`config.mk`:
```
export PLATFORM = sky130hd
export DESIGN_NAME = sdram_cmd_sequencer_flat
export DESIGN_NICKNAME = d
export VERILOG_FILES = /design/src/rtl/sdram_cmd_sequencer_if.sv /design/src/rtl/sdram_cmd_sequencer.sv /design/src/flat_wrapper.sv
export SDC_FILE = /design/constraint.sdc
export NUM_CORES = 1
export LEC_CHECK = 0
export CORE_MARGIN = 5
export CORE_UTILIZATION = 40
export CTS_BUF_LIST = sky130_fd_sc_hd__clkbuf_4 sky130_fd_sc_hd__clkbuf_8 sky130_fd_sc_hd__clkbuf_16
export CTS_CLUSTER_SIZE = 16
export DETAILED_ROUTE_END_ITERATION = 8
export HOLD_SLACK_MARGIN = 0.03
export PLACE_DENSITY = 0.68
export SLEW_MARGIN = 20
export SYNTH_ARGS = -nofsm -noshare
export SYNTH_HDL_FRONTEND = slang
export SYNTH_SLANG_ARGS = --single-unit
```
`constraint.sdc`:
```
create_clock -name clk_i -period 3.1 [get_ports clk_i]
set_input_delay 0.31 -clock clk_i [delete_from_list [all_inputs] [get_ports clk_i]]
set_output_delay 0.31 -clock clk_i [all_outputs]
set_load 0.02 [all_outputs]
```
`src/rtl/sdram_cmd_sequencer_if.sv`:
```
// sdram_cmd_sequencer_if: host request port and SDRAM pin bundle for sdram_cmd_sequencer.
interface sdram_cmd_sequencer_if;
  logic        req_valid_i;
  logic        req_ready_o;
  logic        req_we_i;
  logic [23:0] req_addr_i;
  logic [1:0]  req_mask_i;
  logic        rd_valid_o;
  logic        init_done_o;
  logic        sdram_clk_o;
  logic        sdram_cke_o;
  logic        sdram_cs_o;
  logic        sdram_ras_o;
  logic        sdram_cas_o;
  logic        sdram_we_o;
  logic [1:0]  sdram_dqm_o;
  logic [12:0] sdram_addr_o;
  logic [1:0]  sdram_ba_o;
  logic        sdram_data_out_en_o;
  modport master (
    output req_valid_i, req_we_i, req_addr_i, req_mask_i,
    input  req_ready_o, rd_valid_o, init_done_o, sdram_clk_o, sdram_cke_o, sdram_cs_o,
           sdram_ras_o, sdram_cas_o, sdram_we_o, sdram_dqm_o, sdram_addr_o, sdram_ba_o,
           sdram_data_out_en_o
  );
  modport slave (
    input  req_valid_i, req_we_i, req_addr_i, req_mask_i,
    output req_ready_o, rd_valid_o, init_done_o, sdram_clk_o, sdram_cke_o, sdram_cs_o,
           sdram_ras_o, sdram_cas_o, sdram_we_o, sdram_dqm_o, sdram_addr_o, sdram_ba_o,
           sdram_data_out_en_o
  );
endinterface

```
`src/rtl/sdram_cmd_sequencer.sv`:
```
// sdram_cmd_sequencer: SDRAM init, periodic refresh and single-word ACT->RD/WR with auto-precharge.
// Periodic refresh is built only when SDRAM_AUTO_REFRESH_EN is defined.
module sdram_cmd_sequencer #(
  parameter int INIT_CYCLES    = 10000,
  parameter int T_RP           = 2,
  parameter int T_RCD          = 2,
  parameter int T_RFC          = 7,
  parameter int T_MRD          = 2,
  parameter int T_WR           = 2,
  parameter int CAS_LAT        = 2,
  parameter int REFRESH_CYCLES = 780
) (
  input logic clk_i,
  input logic rst_i,
  sdram_cmd_sequencer_if.slave bus
);
  typedef enum logic [3:0] {INIT_WAIT, INIT_PRE, INIT_REF1, INIT_REF2, INIT_MRS, IDLE, REF, ACT, RW} state_t;
  localparam logic [3:0] C_NOP = 4'b0111, C_ACT = 4'b0011, C_RD = 4'b0101, C_WR = 4'b0100;
  localparam logic [3:0] C_PRE = 4'b0010, C_REF = 4'b0001, C_MRS = 4'b0000;
  localparam int TOT = INIT_CYCLES + T_RP + T_RFC + T_MRD + T_RCD + T_WR + CAS_LAT + 2;
  localparam int CW = $clog2(TOT);
  state_t state_q, state_d;
  logic [CW-1:0] cnt_q, cnt_d, len;
  logic [3:0] cmd_q, cmd_d;
  logic [12:0] a_q, a_d;
  logic [1:0] ba_q, ba_d, dqm_q, dqm_d, mask_q;
  logic [10:0] addr_q;
  logic we_q, cke_q, oe_q, oe_d, rdv_q, rdv_d, init_done_q, last, enter, ready, accept, refresh_pending;
`ifdef SDRAM_AUTO_REFRESH_EN
  localparam int RCW = $clog2(REFRESH_CYCLES);
  logic [RCW-1:0] rcnt_q;
  logic pend_q, wrap;
  // a wrap is visible in the same cycle so a coincident request loses to refresh
  assign wrap = init_done_q && rcnt_q == RCW'(REFRESH_CYCLES - 1);
  assign refresh_pending = pend_q || wrap;
  always_ff @(posedge clk_i or posedge rst_i)
    if (rst_i) begin
      rcnt_q <= '0;
      pend_q <= 1'b0;
    end else begin
      rcnt_q <= (!init_done_q || wrap) ? '0 : rcnt_q + 1'b1;
      pend_q <= refresh_pending && state_q != IDLE;
    end
`else
  assign refresh_pending = 1'b0;
`endif
  assign ready  = state_q == IDLE && !refresh_pending;
  assign accept = ready && bus.req_valid_i;
  always_comb begin
    len = state_q == INIT_WAIT ? CW'(INIT_CYCLES + 1) :
          state_q == INIT_PRE ? CW'(T_RP) :
          (state_q == INIT_REF1 || state_q == INIT_REF2 || state_q == REF) ? CW'(T_RFC) :
          state_q == INIT_MRS ? CW'(T_MRD) :
          state_q == ACT ? CW'(T_RCD) :
          state_q == RW ? (we_q ? CW'(T_WR + T_RP) : CW'(CAS_LAT + T_RP)) : CW'(1);
    last = cnt_q == len - CW'(1);
    state_d = state_q;
    case (state_q)
      INIT_WAIT: state_d = last ? INIT_PRE : state_q;
      INIT_PRE:  state_d = last ? INIT_REF1 : state_q;
      INIT_REF1: state_d = last ? INIT_REF2 : state_q;
      INIT_REF2: state_d = last ? INIT_MRS : state_q;
      IDLE:      state_d = refresh_pending ? REF : accept ? ACT : IDLE;
      ACT:       state_d = last ? RW : state_q;
      default:   state_d = last ? IDLE : state_q;
    endcase
    enter = state_d != state_q;
    cnt_d = (enter || state_q == IDLE) ? '0 : cnt_q + 1'b1;
    // pins carry the command of the state being entered, so each command leads its wait
    cmd_d = !enter ? C_NOP :
            state_d == INIT_PRE ? C_PRE :
            (state_d == INIT_REF1 || state_d == INIT_REF2 || state_d == REF) ? C_REF :
            state_d == INIT_MRS ? C_MRS :
            state_d == ACT ? C_ACT :
            state_d == RW ? (we_q ? C_WR : C_RD) : C_NOP;
    a_d = !enter ? '0 :
          state_d == INIT_PRE ? 13'h400 :
          state_d == INIT_MRS ? 13'(CAS_LAT << 4) :
          state_d == ACT ? bus.req_addr_i[23:11] :
          state_d == RW ? {4'b0010, addr_q[8:0]} : '0;
    ba_d = (enter && state_d == ACT) ? bus.req_addr_i[10:9] :
           (enter && state_d == RW) ? addr_q[10:9] : '0;
    dqm_d = (enter && state_d == RW) ? (we_q ? ~mask_q : 2'b00) :
            (state_q == RW && !we_q && cnt_q < CW'(CAS_LAT)) ? 2'b00 : 2'b11;
    oe_d = enter && state_d == RW && we_q;
    rdv_d = state_q == RW && !we_q && cnt_q == CW'(CAS_LAT - 1);
  end
  always_ff @(posedge clk_i or posedge rst_i)
    if (rst_i) begin
      state_q     <= INIT_WAIT;
      cnt_q       <= '0;
      cmd_q       <= 4'b1111;
      a_q         <= '0;
      ba_q        <= '0;
      dqm_q       <= 2'b11;
      oe_q        <= 1'b0;
      rdv_q       <= 1'b0;
      cke_q       <= 1'b0;
      init_done_q <= 1'b0;
      addr_q      <= '0;
      we_q        <= 1'b0;
      mask_q      <= '0;
    end else begin
      state_q     <= state_d;
      cnt_q       <= cnt_d;
      cmd_q       <= cmd_d;
      a_q         <= a_d;
      ba_q        <= ba_d;
      dqm_q       <= dqm_d;
      oe_q        <= oe_d;
      rdv_q       <= rdv_d;
      cke_q       <= 1'b1;
      init_done_q <= init_done_q || state_d == IDLE;
      if (accept) begin
        addr_q <= bus.req_addr_i[10:0];
        we_q   <= bus.req_we_i;
        mask_q <= bus.req_mask_i;
      end
    end
  assign bus.req_ready_o = ready;
  assign bus.rd_valid_o = rdv_q;
  assign bus.init_done_o = init_done_q;
  assign bus.sdram_clk_o = ~clk_i;
  assign bus.sdram_cke_o = cke_q;
  assign {bus.sdram_cs_o, bus.sdram_ras_o, bus.sdram_cas_o, bus.sdram_we_o} = cmd_q;
  assign bus.sdram_dqm_o = dqm_q;
  assign bus.sdram_addr_o = a_q;
  assign bus.sdram_ba_o = ba_q;
  assign bus.sdram_data_out_en_o = oe_q;
endmodule

```
`src/flat_wrapper.sv`:
```
// flat-port wrapper written by rule: the top's interface ports become plain ports
module sdram_cmd_sequencer_flat 
#(
  parameter int INIT_CYCLES    = 10000,
  parameter int T_RP           = 2,
  parameter int T_RCD          = 2,
  parameter int T_RFC          = 7,
  parameter int T_MRD          = 2,
  parameter int T_WR           = 2,
  parameter int CAS_LAT        = 2,
  parameter int REFRESH_CYCLES = 780
)
  (clk_i, rst_i, bus_req_valid_i, bus_req_we_i, bus_req_addr_i, bus_req_mask_i, bus_req_ready_o, bus_rd_valid_o, bus_init_done_o, bus_sdram_clk_o, bus_sdram_cke_o, bus_sdram_cs_o, bus_sdram_ras_o, bus_sdram_cas_o, bus_sdram_we_o, bus_sdram_dqm_o, bus_sdram_addr_o, bus_sdram_ba_o, bus_sdram_data_out_en_o);
  sdram_cmd_sequencer_if bus_i ();
  input logic clk_i;
  input logic rst_i;
  input wire logic [$bits(bus_i.req_valid_i)-1:0] bus_req_valid_i;
  input wire logic [$bits(bus_i.req_we_i)-1:0] bus_req_we_i;
  input wire logic [$bits(bus_i.req_addr_i)-1:0] bus_req_addr_i;
  input wire logic [$bits(bus_i.req_mask_i)-1:0] bus_req_mask_i;
  output wire logic [$bits(bus_i.req_ready_o)-1:0] bus_req_ready_o;
  output wire logic [$bits(bus_i.rd_valid_o)-1:0] bus_rd_valid_o;
  output wire logic [$bits(bus_i.init_done_o)-1:0] bus_init_done_o;
  output wire logic [$bits(bus_i.sdram_clk_o)-1:0] bus_sdram_clk_o;
  output wire logic [$bits(bus_i.sdram_cke_o)-1:0] bus_sdram_cke_o;
  output wire logic [$bits(bus_i.sdram_cs_o)-1:0] bus_sdram_cs_o;
  output wire logic [$bits(bus_i.sdram_ras_o)-1:0] bus_sdram_ras_o;
  output wire logic [$bits(bus_i.sdram_cas_o)-1:0] bus_sdram_cas_o;
  output wire logic [$bits(bus_i.sdram_we_o)-1:0] bus_sdram_we_o;
  output wire logic [$bits(bus_i.sdram_dqm_o)-1:0] bus_sdram_dqm_o;
  output wire logic [$bits(bus_i.sdram_addr_o)-1:0] bus_sdram_addr_o;
  output wire logic [$bits(bus_i.sdram_ba_o)-1:0] bus_sdram_ba_o;
  output wire logic [$bits(bus_i.sdram_data_out_en_o)-1:0] bus_sdram_data_out_en_o;
  assign bus_i.req_valid_i = bus_req_valid_i;
  assign bus_i.req_we_i = bus_req_we_i;
  assign bus_i.req_addr_i = bus_req_addr_i;
  assign bus_i.req_mask_i = bus_req_mask_i;
  assign bus_req_ready_o = bus_i.req_ready_o;
  assign bus_rd_valid_o = bus_i.rd_valid_o;
  assign bus_init_done_o = bus_i.init_done_o;
  assign bus_sdram_clk_o = bus_i.sdram_clk_o;
  assign bus_sdram_cke_o = bus_i.sdram_cke_o;
  assign bus_sdram_cs_o = bus_i.sdram_cs_o;
  assign bus_sdram_ras_o = bus_i.sdram_ras_o;
  assign bus_sdram_cas_o = bus_i.sdram_cas_o;
  assign bus_sdram_we_o = bus_i.sdram_we_o;
  assign bus_sdram_dqm_o = bus_i.sdram_dqm_o;
  assign bus_sdram_addr_o = bus_i.sdram_addr_o;
  assign bus_sdram_ba_o = bus_i.sdram_ba_o;
  assign bus_sdram_data_out_en_o = bus_i.sdram_data_out_en_o;
  sdram_cmd_sequencer #(.INIT_CYCLES(INIT_CYCLES), .T_RP(T_RP), .T_RCD(T_RCD), .T_RFC(T_RFC), .T_MRD(T_MRD), .T_WR(T_WR), .CAS_LAT(CAS_LAT), .REFRESH_CYCLES(REFRESH_CYCLES)) u_core (.clk_i(clk_i), .rst_i(rst_i), .bus(bus_i));
endmodule
```
# Word level (Yosys, flattened, before mapping)
# Index checks and enable logic that the tools add are counted.
# totals
register_bits	57
inputBits	30
output_inout_bits	27
word_cells	84
# op_classes
addsub	2
magnitude_cmp	1
eq_ne	19
muxes	32
bitwise_logic	2
reduce_logical	15
# ops
op	n
$mux 14	6
$mux 13	4
$mux 4	12
$eq 4x3->1 const B	8
$pmux 4 s6	1
$eq 4x2->1 const B	4
$add 14x1->14 const B	1
$eq 14x1->1 const B	1
$eq 14x14->1	1
$lt 14x2->1 const B	1
$sub 14x1->14 const B	1
$mux 2	6
$mux 11	1
$eq 4x1->1 const B	2
$eq 4x4->1 const B	2
$logic_and 1x1->1	7
$logic_or 1x1->1	6
$logic_not 4->1	1
$ne 4x4->1	1
$mux 3	1
$not 2->2	1
$logic_not 1->1	1
$mux 1	1
$not 1->1	1

# Longest topological paths before layout
# Gate-level depths: netlist of the first run.
# depth
word_depth	18
ltp_mapped	16
depth_no_buf	13

==> results.tsv, run 1 <==
stage	metric	value	unit
outcome	status	finished, violations left	
outcome	failing checks	negative setup slack	
worst_setup_path	critical path class	register to register	
floorplan	die width	91.95	µm
detailed_routing	DR pass1 iterations	4	
clocking	Clock Path Buffers	2	
floorplan	row count	29	
job	max_cap viols	0	
synth	Synth top area share	47.51	%
cells_and_area	area delta synth->final	42.24	%
worst_setup_path	worst endpoint data arrival time	3.32	ns
clocking	clock root buffer	clkbuf_8	
worst_hold_path	Hold Path Class	primary input to asynchronous set/reset pin	
cells_and_area	Fillers	526	
cells_and_area	diodes inserted	0	
synth	top post-synthesis cells by area	dfrtp_1 48%, dfstp_2 5.9%, mux2_2 5.9%, nor2_1 3.8%, xnor2_1 3.6%	
synth	Seq/Total Area, Yosys	53.38	%
timing	setup violators final	1	
synth	syn avg cell area	11.33	µm²
synth	Post-synth EDFFs	0	
placed_design	hpwl dp	4351	µm
worst_setup_path	Startpoint Class	register	
synth	ys async rst share	100.0	%
floorplan	core area	6459	µm²
floorplan	num ports	57	
global_route	GR Overflow Total	0	
timing	Period minus WS final	3.104	ns
synth	Primary FF master, synth	dfrtp_1	
global_route	Total Routing Usage GR	15.65	%
detailed_routing	DR vias	2056	
detailed_routing	DRC errors left	0	
synth	Gate Count Post-Synth	237	
cells_and_area	Post-Layout Cell Count	397	
synth	register bit total from synthesis	57	
timing	transition time of the tightest slew-check pin	0.5766	ns
worst_setup_path	Data required, critical path	3.31	ns
clocking	CTS tree	done	
placed_design	GP Congestion	0.8180	
synth	Commonest cells post-synth	51 x dfrtp_1, 27 x nor2_1, 14 x mux2_2, 11 x nand2_1, 11 x xnor2_1	
placed_design	IO buf count	56	
detailed_routing	wirelength, routed	6249	µm
synth	Netlist cell types	46	
global_route	initial antenna violation count	0	
global_route	first-pass GRT wire length	10520	µm
timing	Final Hold Fails	0	
synth	YS warnings	0	
detailed_routing	DR vias/cell	5.179	
detailed_routing	number of DRC markers in iteration 0	48	
timing	setup ws final	-0.003578	ns
global_route	pin count of the biggest net entering global routing	28	
power_and_ir_drop	Max IR drop VDD	0.3353	mV
floorplan	Vert. Die Dim	91.95	µm
cells_and_area	area taken by multi-input logic gates	1247	µm²
cells_and_area	register area	1434	µm²
timing	Rel. slew slack	61.50	%
synth	most frequent cell after synthesis	dfrtp_1	
floorplan	Die Area	8455	µm²
clocking	Clock Latency Late Sink	0.33	ns
power_and_ir_drop	Leak	1.735	nW
synth	Mapped Area	2686	µm²
synth	cell taking the most area after synthesis	dfrtp_1	
worst_setup_path	CP Max Fanout	3	
timing	unrepaired setup endpoints after global routing	yes	
timing	final slew viol count	0	
worst_setup_path	Worst setup EP type	register	
cells_and_area	share of layout cells above drive strength 1	25.31	%
power_and_ir_drop	PwrDens	431.7	nW/µm²
clocking	hold_buf cts	0	
power_and_ir_drop	Total Power	1.650	mW
clocking	CTS Buf Count	9	
timing	highest clock rate	322.2	MHz
timing	Tcrit/Tclk final	100.1	%
clocking	H-tree Lvls	3	
detailed_routing	Avg WL per Cell	15.74	µm
cells_and_area	Nets	352	
floorplan	Initial Utilization	41.59	%
clocking	Worst-path clk slew	0.07	ns
timing	worst clock skew	0.009345	ns
global_route	vias in the first global route	2116	
detailed_routing	Final ANT Viol Nets	0	
placed_design	Placed Instances	375	
==> layout make-up <==
cell class / instances / area share, %
Clock buffer: 11 / 3.864
Clock inverter: 7 / 2.423
Tap cell: 77 / 2.521
Timing Repair Buffer: 78 / 20.14
Sequential cell: 57 / 37.52
Inverter: 9 / 0.8841
Multi-Input combinational cell: 158 / 32.65
==> final timing paths <==
check,start,end,slack (ns),depth (start not counted)
setup / recovery,u_core.state_q[1]$_DFF_PP0_,u_core.bus.sdram_addr_o[10]$_DFF_PP0_,-0.004,13
hold / removal,rst_i,u_core.addr_q[2]$_DFFE_PP0P_,0.35,2
setup reg to reg,u_core.state_q[1]$_DFF_PP0_,u_core.bus.sdram_addr_o[10]$_DFF_PP0_,-0.004,13
hold reg to reg,u_core.addr_q[8]$_DFFE_PP0P_,u_core.bus.sdram_addr_o[8]$_DFF_PP0_,0.48,1
max in group asynchronous,rst_i,u_core.bus.sdram_dqm_o[0]$_DFF_PP1_,2.02,3
min in group clk_i,u_core.addr_q[8]$_DFFE_PP0P_,u_core.bus.sdram_addr_o[8]$_DFF_PP0_,0.48,1
==> worst max-delay path, cell delays in order, from the launching register on <==
cell and delay [ns]:
dfrtp_1 0.38, or4b_4 0.54, o311a_1 0.16, inv_2 0.08
ha_4 0.13, ha_4 0.13, inv_2 0.04, ha_4 0.26
xnor2_2 0.10, nand4_1 0.15, nor4_2 0.21, o211a_4 0.22
mux2_4 0.29, o32a_1 0.28
==> power breakdown <==
part / switching [mW] / internal, mW
combinational: 0.0255 / 0.0368
sequential: 0.000280 / 0.746
clock: 0.342 / 0.500
total: 0.368 / 1.28
==> state kept, by name, indices dropped and copies added (netlist names) <==
signal                          cells
u_core.bus.sdram_addr_o            13
u_core.bus.sdram_data_out_en_o      1
u_core.cnt_q                       14
u_core.state_q                      4
u_core.bus.rd_valid_o               1
u_core.cmd_q                        4
u_core.addr_q                      11
u_core.bus.sdram_cke_o              1
u_core.mask_q                       2
u_core.bus.sdram_ba_o               2
u_core.bus.sdram_dqm_o              2
u_core.we_q                         1
u_core.bus.init_done_o              1
==> placed cells by master (no fill, tap or decap), drive strengths merged, types with 3 or more instances in the layout <==
| master | count |
|---|---|
| clkdlybuf4s50 | 56 |
| dfrtp | 51 |
| nor2 | 28 |
| buf | 22 |
| mux2 | 15 |
| nand2 | 11 |
| xnor2 | 11 |
| clkbuf | 11 |
| inv | 11 |
| xor2 | 10 |
| a22o | 10 |
| and3 | 8 |
| ha | 7 |
| dfstp | 6 |
| nand3 | 5 |
| nor4 | 5 |
| nand4 | 4 |
| o31ai | 4 |
| o211ai | 4 |
| a21oi | 4 |
| nor3 | 3 |
| nand2b | 3 |
| conb | 3 |
| and2 | 3 |
==> through the flow <==
stage               worst slack, ns   TNS (ns)  hold WS [ns]  util, %  area [µm²]
floorplan                  -0.03434    -0.1141        0.3866        -        2733
CTS                        -0.08645    -0.5101        0.3687    57.92        3741
finish                    -0.003578  -0.003578        0.3464    59.16        3821
global route                -0.1738     -2.361        0.3960    59.16        3821
detailed placement          -0.1179     -1.174        0.4734    53.64        3465
global placement            0.03834          0        0.4678    53.64        3465
==> logic make-up (layout without fill, tap and decap cells) <==
logic type	Yosys count	in the layout	share of synthesized area, %
flops	57	57	53.38
buf+inv	23	105	4.192
xor+xnor	21	21	6.847
fa+ha+maj	8	8	3.633
simple gates	76	76	14.21
compound gates	34	34	10.67
other cells	2	3	0.2796
mux	16	16	6.800
==> repair_timing <==
item | in CTS | in global routing
pin swaps | 7 | 7
cloned | 0 | 1
endpoints found under the setup margin | 19 | 37
resized for setup | 4 | 9
setup buffers | 4 | 1
==> routing by layer <==
metal	global-route usage (%)	up-vias	wire length (µm)
li1	-	984	-
met1	20.29	1011	2785
met2	25.18	48	3086
met3	2.782	13	206
met4	8.045	0	170
met5	0	-	0
Power figures use the tool's default switching activity.
==> run 2: changes to the inputs <==
--- a/config.mk
+++ b/config.mk
@@ -10,4 +10,5 @@
 export CTS_BUF_LIST = sky130_fd_sc_hd__clkbuf_4 sky130_fd_sc_hd__clkbuf_8 sky130_fd_sc_hd__clkbuf_16
-export CTS_CLUSTER_SIZE = 16
+export CTS_CLUSTER_SIZE = 28
 export DETAILED_ROUTE_END_ITERATION = 8
+export GPL_ROUTABILITY_DRIVEN = 0
 export HOLD_SLACK_MARGIN = 0.03
==> constraint.sdc (replaced) <==
create_clock -name clk_i -period 3.1 [get_ports clk_i]
set_input_delay 0.465 -clock clk_i [delete_from_list [all_inputs] [get_ports clk_i]]
set_output_delay 0.465 -clock clk_i [all_outputs]
set_load 0.02 [all_outputs]
==> results.tsv, run 2 (synthesized netlist as in run 1, its figures left out) <==
stage	metric	value	unit
timing	final slew viol count	0	
timing	Rel. slew slack	53.41	%
worst_setup_path	reg2reg end	u_core.bus.sdram_addr_o[10]$_DFF_PP0_	
cells_and_area	share of layout cells above drive strength 1	23.51	%
detailed_routing	DRC errors left	0	
timing	WHS	0.4922	ns
detailed_routing	DR vias/cell	5.104	
timing	worst clock skew	0.007680	ns
worst_setup_path	R2R Path Start	u_core.state_q[1]$_DFF_PP0_	
worst_setup_path	R2R Setup Slk	0.04	ns
power_and_ir_drop	Leak	1.715	nW
floorplan	Die Area	8455	µm²
worst_setup_path	Worst setup EP type	register	
worst_setup_path	Startpoint Class	register	
clocking	CTS tree	done	
detailed_routing	wirelength, routed	6050	µm
floorplan	die width	91.95	µm
cells_and_area	Largest register FFs	14	
global_route	pin count of the biggest net entering global routing	58	
cells_and_area	Fillers	562	
global_route	initial antenna violation count	0	
timing	setup violators final	0	
floorplan	Vert. Die Dim	91.95	µm
clocking	Worst-path clk slew	0.07	ns
timing	setup TNS	0	ns
power_and_ir_drop	PwrDens	417.2	nW/µm²
floorplan	num ports	57	
global_route	first-pass GRT wire length	9908	µm
worst_setup_path	CP Max Fanout	2	
power_and_ir_drop	Total Power	1.561	mW
detailed_routing	Final ANT Viol Nets	0	
placed_design	hpwl dp	4262	µm
cells_and_area	commonest non-fill, non-tap cell in the layout	clkdlybuf4s50_1	
clocking	H-tree Lvls	3	
worst_setup_path	worst endpoint data arrival time	3.28	ns
floorplan	core area	6459	µm²
placed_design	IO buf count	56	
cells_and_area	most flop-heavy register	u_core.cnt_q	
worst_hold_path	Hold Path Class	register to register	
timing	setup ws final	0.03783	ns
cells_and_area	most frequent cells in the layout	56 x clkdlybuf4s50_1, 51 x dfrtp_1, 26 x nor2_1	
timing	highest clock rate	326.6	MHz
outcome	status	completed	
detailed_routing	DR pass1 iterations	4	
detailed_routing	Avg WL per Cell	15.28	µm
placed_design	placed inst area	3465	µm²
worst_setup_path	Largest stage delay, worst path	0.54	ns
worst_hold_path	WHS Path Cells	2	
placed_design	worst slack, placed	-0.04457	ns
timing	unrepaired setup endpoints after global routing	yes	
global_route	vias in the first global route	2012	
clocking	clock root buffer	clkbuf_8	
worst_hold_path	WHS Endpoint	u_core.bus.sdram_dqm_o[1]$_DFF_PP1_	
worst_setup_path	critical path startpoint	u_core.state_q[1]$_DFF_PP0_	
timing	Final Hold Fails	0	
clocking	Clock Path Buffers	2	
detailed_routing	DR vias	2021	
timing	Period minus WS final	3.062	ns
clocking	Clock Latency Late Sink	0.33	ns
cells_and_area	Nets	351	
worst_setup_path	FF-to-FF path depth	13	
power_and_ir_drop	Max IR drop VDD	0.3936	mV
worst_setup_path	critical path class	register to register	
worst_setup_path	most used cell, CP	ha_4	
cells_and_area	final instance area	3742	µm²
floorplan	Initial Utilization	41.59	%
clocking	CTS Buf Count	9	
job	max_cap viols	0	
timing	Tcrit/Tclk final	98.78	%
worst_hold_path	hold path start	u_core.mask_q[1]$_DFFE_PP0P_	
global_route	Total Routing Usage GR	14.94	%
cells_and_area	diodes inserted	0	
detailed_routing	number of DRC markers in iteration 0	100	
timing	transition time of the tightest slew-check pin	0.6988	ns
worst_setup_path	Data required, critical path	3.32	ns
worst_setup_path	critical path's slowest cell	or4b_4	
global_route	GR Overflow Total	0	
floorplan	row count	29	
worst_setup_path	worst-path cell chain	or4b_4 > o311a_1 > inv_2 > ha_4 > ha_4 > inv_2 > ha_4 > xnor2_2 > nand4_1 > nor4_2 > o211a_4 > mux2_4 > o32a_1	
cells_and_area	area delta synth->final	39.31	%
==> run 2: power by group <==
part | total (mW) | internal (mW) | leakage, nW | switching [mW]
clock network | 0.755 | 0.428 | 0.123 | 0.326
logic | 0.0605 | 0.0360 | 0.827 | 0.0244
registers | 0.746 | 0.746 | 0.764 | 0.000309
total | 1.56 | 1.21 | 1.71 | 0.351
==> run 2: layout make-up <==
| cell class | count | area (µm²) | share of cell area (%) |
|---|---|---|---|
| clock inverters | 5 | 23.77 | 0.6352 |
| clock buffers | 13 | 197.7 | 5.283 |
| repair buffers | 77 | 740.7 | 19.79 |
| flip-flops and latches | 57 | 1434 | 38.32 |
| inverters | 9 | 33.78 | 0.9027 |
| multi-input cells | 158 | 1216 | 32.50 |
| well taps | 77 | 96.34 | 2.574 |
==> run 2: worst max-delay path by stage <==
| stage | end | slack [ns] | cells after the start |
|---|---|---|---|
| after global routing | u_core.bus.sdram_addr_o[10]$_DFF_PP0_ | -0.05 | 13 |
| after detailed placement | u_core.bus.sdram_ba_o[0]$_DFF_PP0_ | -0.04 | 14 |
| after CTS | u_core.bus.sdram_addr_o[10]$_DFF_PP0_ | 0.03 | 13 |
| after floorplan | u_core.bus.sdram_addr_o[10]$_DFF_PP0_ | -0.03 | 14 |
| final | u_core.bus.sdram_addr_o[10]$_DFF_PP0_ | 0.04 | 13 |
| after global placement | u_core.bus.sdram_addr_o[10]$_DFF_PP0_ | 0.05 | 13 |
==> run 2: routing by layer <==
layer  global-route usage, %  part of all wire (%)  vias up
met3                   4.010                   4.8       11
met1                   18.49                    42      978
met5                       0                     0        -
met4                   6.931                   2.2        0
met2                   24.39                    51       49
li1                        -                     -      983
==> run 2: worst max-delay path: cells and delay by family (launching register included) <==
family                   cells  cell delay (ns)
AO/OA/AOI/OAI                3             0.65
XOR/XNOR                     1             0.10
adder cells (fa/ha/maj)      3             0.53
buffers and inverters        2             0.11
flip-flops                   1             0.38
multiplexers                 1             0.29
AND/OR/NAND/NOR              3             0.90
==> run 2: repair_timing <==
| item | 4_1_cts | 5_1_grt |
|---|---|---|
| pin swaps | 1 | 3 |
| hold buffers | 0 | 0 |
| hold endpoints to repair | 0 | 0 |
| setup endpoints to repair | 30 | 36 |
| resized for setup | 3 | 4 |
| buffers inserted | 4 | 1 |
==> run 2: per-stage QoR <==
stage	std cells	util, %
after global placement	375	53.64
final	396	57.94
after detailed placement	375	53.64
after floorplan	238	-
after CTS	395	57.52
after global routing	396	57.94
==> run 3: changes to the inputs <==
Settings changed: GPL_TIMING_DRIVEN set to 0.
==> results.tsv, run 3 (synthesized netlist as in run 1, its figures left out) <==
stage	metric	value	unit
cells_and_area	Nets	354	
detailed_routing	wirelength, routed	5989	µm
cells_and_area	Largest register FFs	14	
job	max_cap viols	0	
floorplan	Initial Utilization	41.59	%
placed_design	placed inst area	3392	µm²
global_route	vias in the first global route	2101	
clocking	CTS tree	done	
power_and_ir_drop	Leak	1.722	nW
outcome	failing checks	negative setup slack	
global_route	pin count of the biggest net entering global routing	58	
timing	final slew viol count	0	
floorplan	num ports	57	
floorplan	Die Area	8455	µm²
placed_design	hpwl dp	4152	µm
detailed_routing	DR vias/cell	5.118	
cells_and_area	share of layout cells above drive strength 1	24.84	%
clocking	H-tree Lvls	3	
timing	Rel. slew slack	54.35	%
timing	WHS	0.4906	ns
detailed_routing	Avg WL per Cell	15.01	µm
cells_and_area	Fillers	570	
worst_setup_path	Worst setup EP type	register	
clocking	CTS Buf Count	9	
worst_setup_path	worst endpoint data arrival time	3.34	ns
global_route	initial antenna violation count	0	
clocking	Clock Path Buffers	2	
clocking	Clock Latency Late Sink	0.34	ns
worst_hold_path	Hold Path Class	register to register	
detailed_routing	number of DRC markers in iteration 0	65	
cells_and_area	diodes inserted	0	
global_route	GR Overflow Total	0	
clocking	Worst-path clk slew	0.07	ns
clocking	clock root buffer	clkbuf_8	
worst_setup_path	Data required, critical path	3.31	ns
timing	setup ws final	-0.02560	ns
cells_and_area	most flop-heavy register	u_core.cnt_q	
timing	worst clock skew	0.009615	ns
timing	Tcrit/Tclk final	100.8	%
cells_and_area	area delta synth->final	39.64	%
floorplan	core area	6459	µm²
placed_design	worst slack, placed	-0.4027	ns
detailed_routing	DR vias	2042	
floorplan	Vert. Die Dim	91.95	µm
outcome	status	finished, violations left	
detailed_routing	Final ANT Viol Nets	0	
placed_design	IO buf count	56	
power_and_ir_drop	PwrDens	393.7	nW/µm²
cells_and_area	final instance area	3751	µm²
power_and_ir_drop	Max IR drop VDD	0.4240	mV
detailed_routing	DRC errors left	0	
detailed_routing	DR pass1 iterations	4	
global_route	first-pass GRT wire length	9873	µm
timing	setup violators final	1	
cells_and_area	most frequent cells in the layout	56 x clkdlybuf4s50_1, 50 x dfrtp_1, 26 x nor2_1	
global_route	Total Routing Usage GR	14.90	%
worst_setup_path	CP Max Fanout	3	
cells_and_area	commonest non-fill, non-tap cell in the layout	clkdlybuf4s50_1	
floorplan	die width	91.95	µm
timing	highest clock rate	319.9	MHz
floorplan	row count	29	
timing	Period minus WS final	3.126	ns
worst_setup_path	critical path class	register to register	
worst_setup_path	Startpoint Class	register	
timing	Final Hold Fails	0	
timing	transition time of the tightest slew-check pin	0.6848	ns
timing	unrepaired setup endpoints after global routing	yes	
run 3: cell types whose count changed in the layout (fill, tap and decap cells not counted), moves of 2 or more:
cell	previous run	this run
clkbuf_1	0	4
clkbuf_16	2	0
inv_4	1	5
nor4_4	0	2
buf_6	0	4
buf_4	20	14
buf_12	2	0
buf_2	0	3
inv_2	3	1
run 3: stage by stage:
step | power [mW] | util [%] | instances | setup TNS [ns]
floorplan | 0.7983 | - | 238 | -0.1141
global placement | 0.8673 | 52.48 | 371 | -5.752
detailed placement | 0.8684 | 52.52 | 371 | -6.523
CTS | 1.500 | 57.17 | 397 | -1.678
global route | 1.535 | 58.08 | 399 | -0.3992
finish | 1.477 | 58.08 | 399 | -0.02560
run 3: layout make-up:
class	count	area [µm²]	share of cell area, %
Clock buffer	11	147.6	3.936
Timing Repair Buffer	68	651.9	17.38
Multi-Input combinational cell	158	1261	33.62
Tap cell	77	96.34	2.568
Buffer	12	78.83	2.101
Clock inverter	7	41.29	1.101
Sequential cell	57	1435	38.26
Inverter	9	38.79	1.034
run 3: power breakdown:
part / internal, mW / switching [mW]
Clock: 0.336 / 0.335
Sequential: 0.746 / 0.000302
Combinational: 0.0354 / 0.0247
run 3: worst max-delay path, cell delays in order, from the launching register on:
cell and delay, ns:
dfrtp_1 0.40, or4b_4 0.56, o311a_4 0.16, inv_4 0.06, ha_4 0.13, ha_4 0.13
inv_2 0.04, ha_4 0.26, xnor2_2 0.09, nand4_1 0.13, nor4_2 0.21, o211a_4 0.22
mux2_4 0.29, o32a_1 0.29
run 3: repair_timing:
item,CTS,global route
hold buffers,0,0
pin swaps,10,10
setup endpoints to repair,32,34
buffers inserted,12,2
gates cloned,0,0
resized for setup,10,9
hold endpoints to repair,0,0
run 3: final timing paths:
kind | start | end | slack [ns] | cells past startpoint
max | u_core.state_q[2]$_DFF_PP0_ | u_core.bus.sdram_addr_o[10]$_DFF_PP0_ | -0.03 | 13
min | u_core.addr_q[9]$_DFFE_PP0P_ | u_core.bus.sdram_ba_o[0]$_DFF_PP0_ | 0.49 | 1
max reg2reg | u_core.state_q[2]$_DFF_PP0_ | u_core.bus.sdram_addr_o[10]$_DFF_PP0_ | -0.03 | 13
min reg2reg | u_core.addr_q[9]$_DFFE_PP0P_ | u_core.bus.sdram_ba_o[0]$_DFF_PP0_ | 0.49 | 1
max in group asynchronous | rst_i | u_core.state_q[0]$_DFF_PP0_ | 2.02 | 2
min in group asynchronous | rst_i | u_core.addr_q[2]$_DFFE_PP0P_ | 0.58 | 2
run 3: routing by layer:
metal	share of wire, %	track usage (%)
met1	44	17.31
met2	49	24.94
met4	2.2	6.807
met5	0	0
met3	5.0	4.992
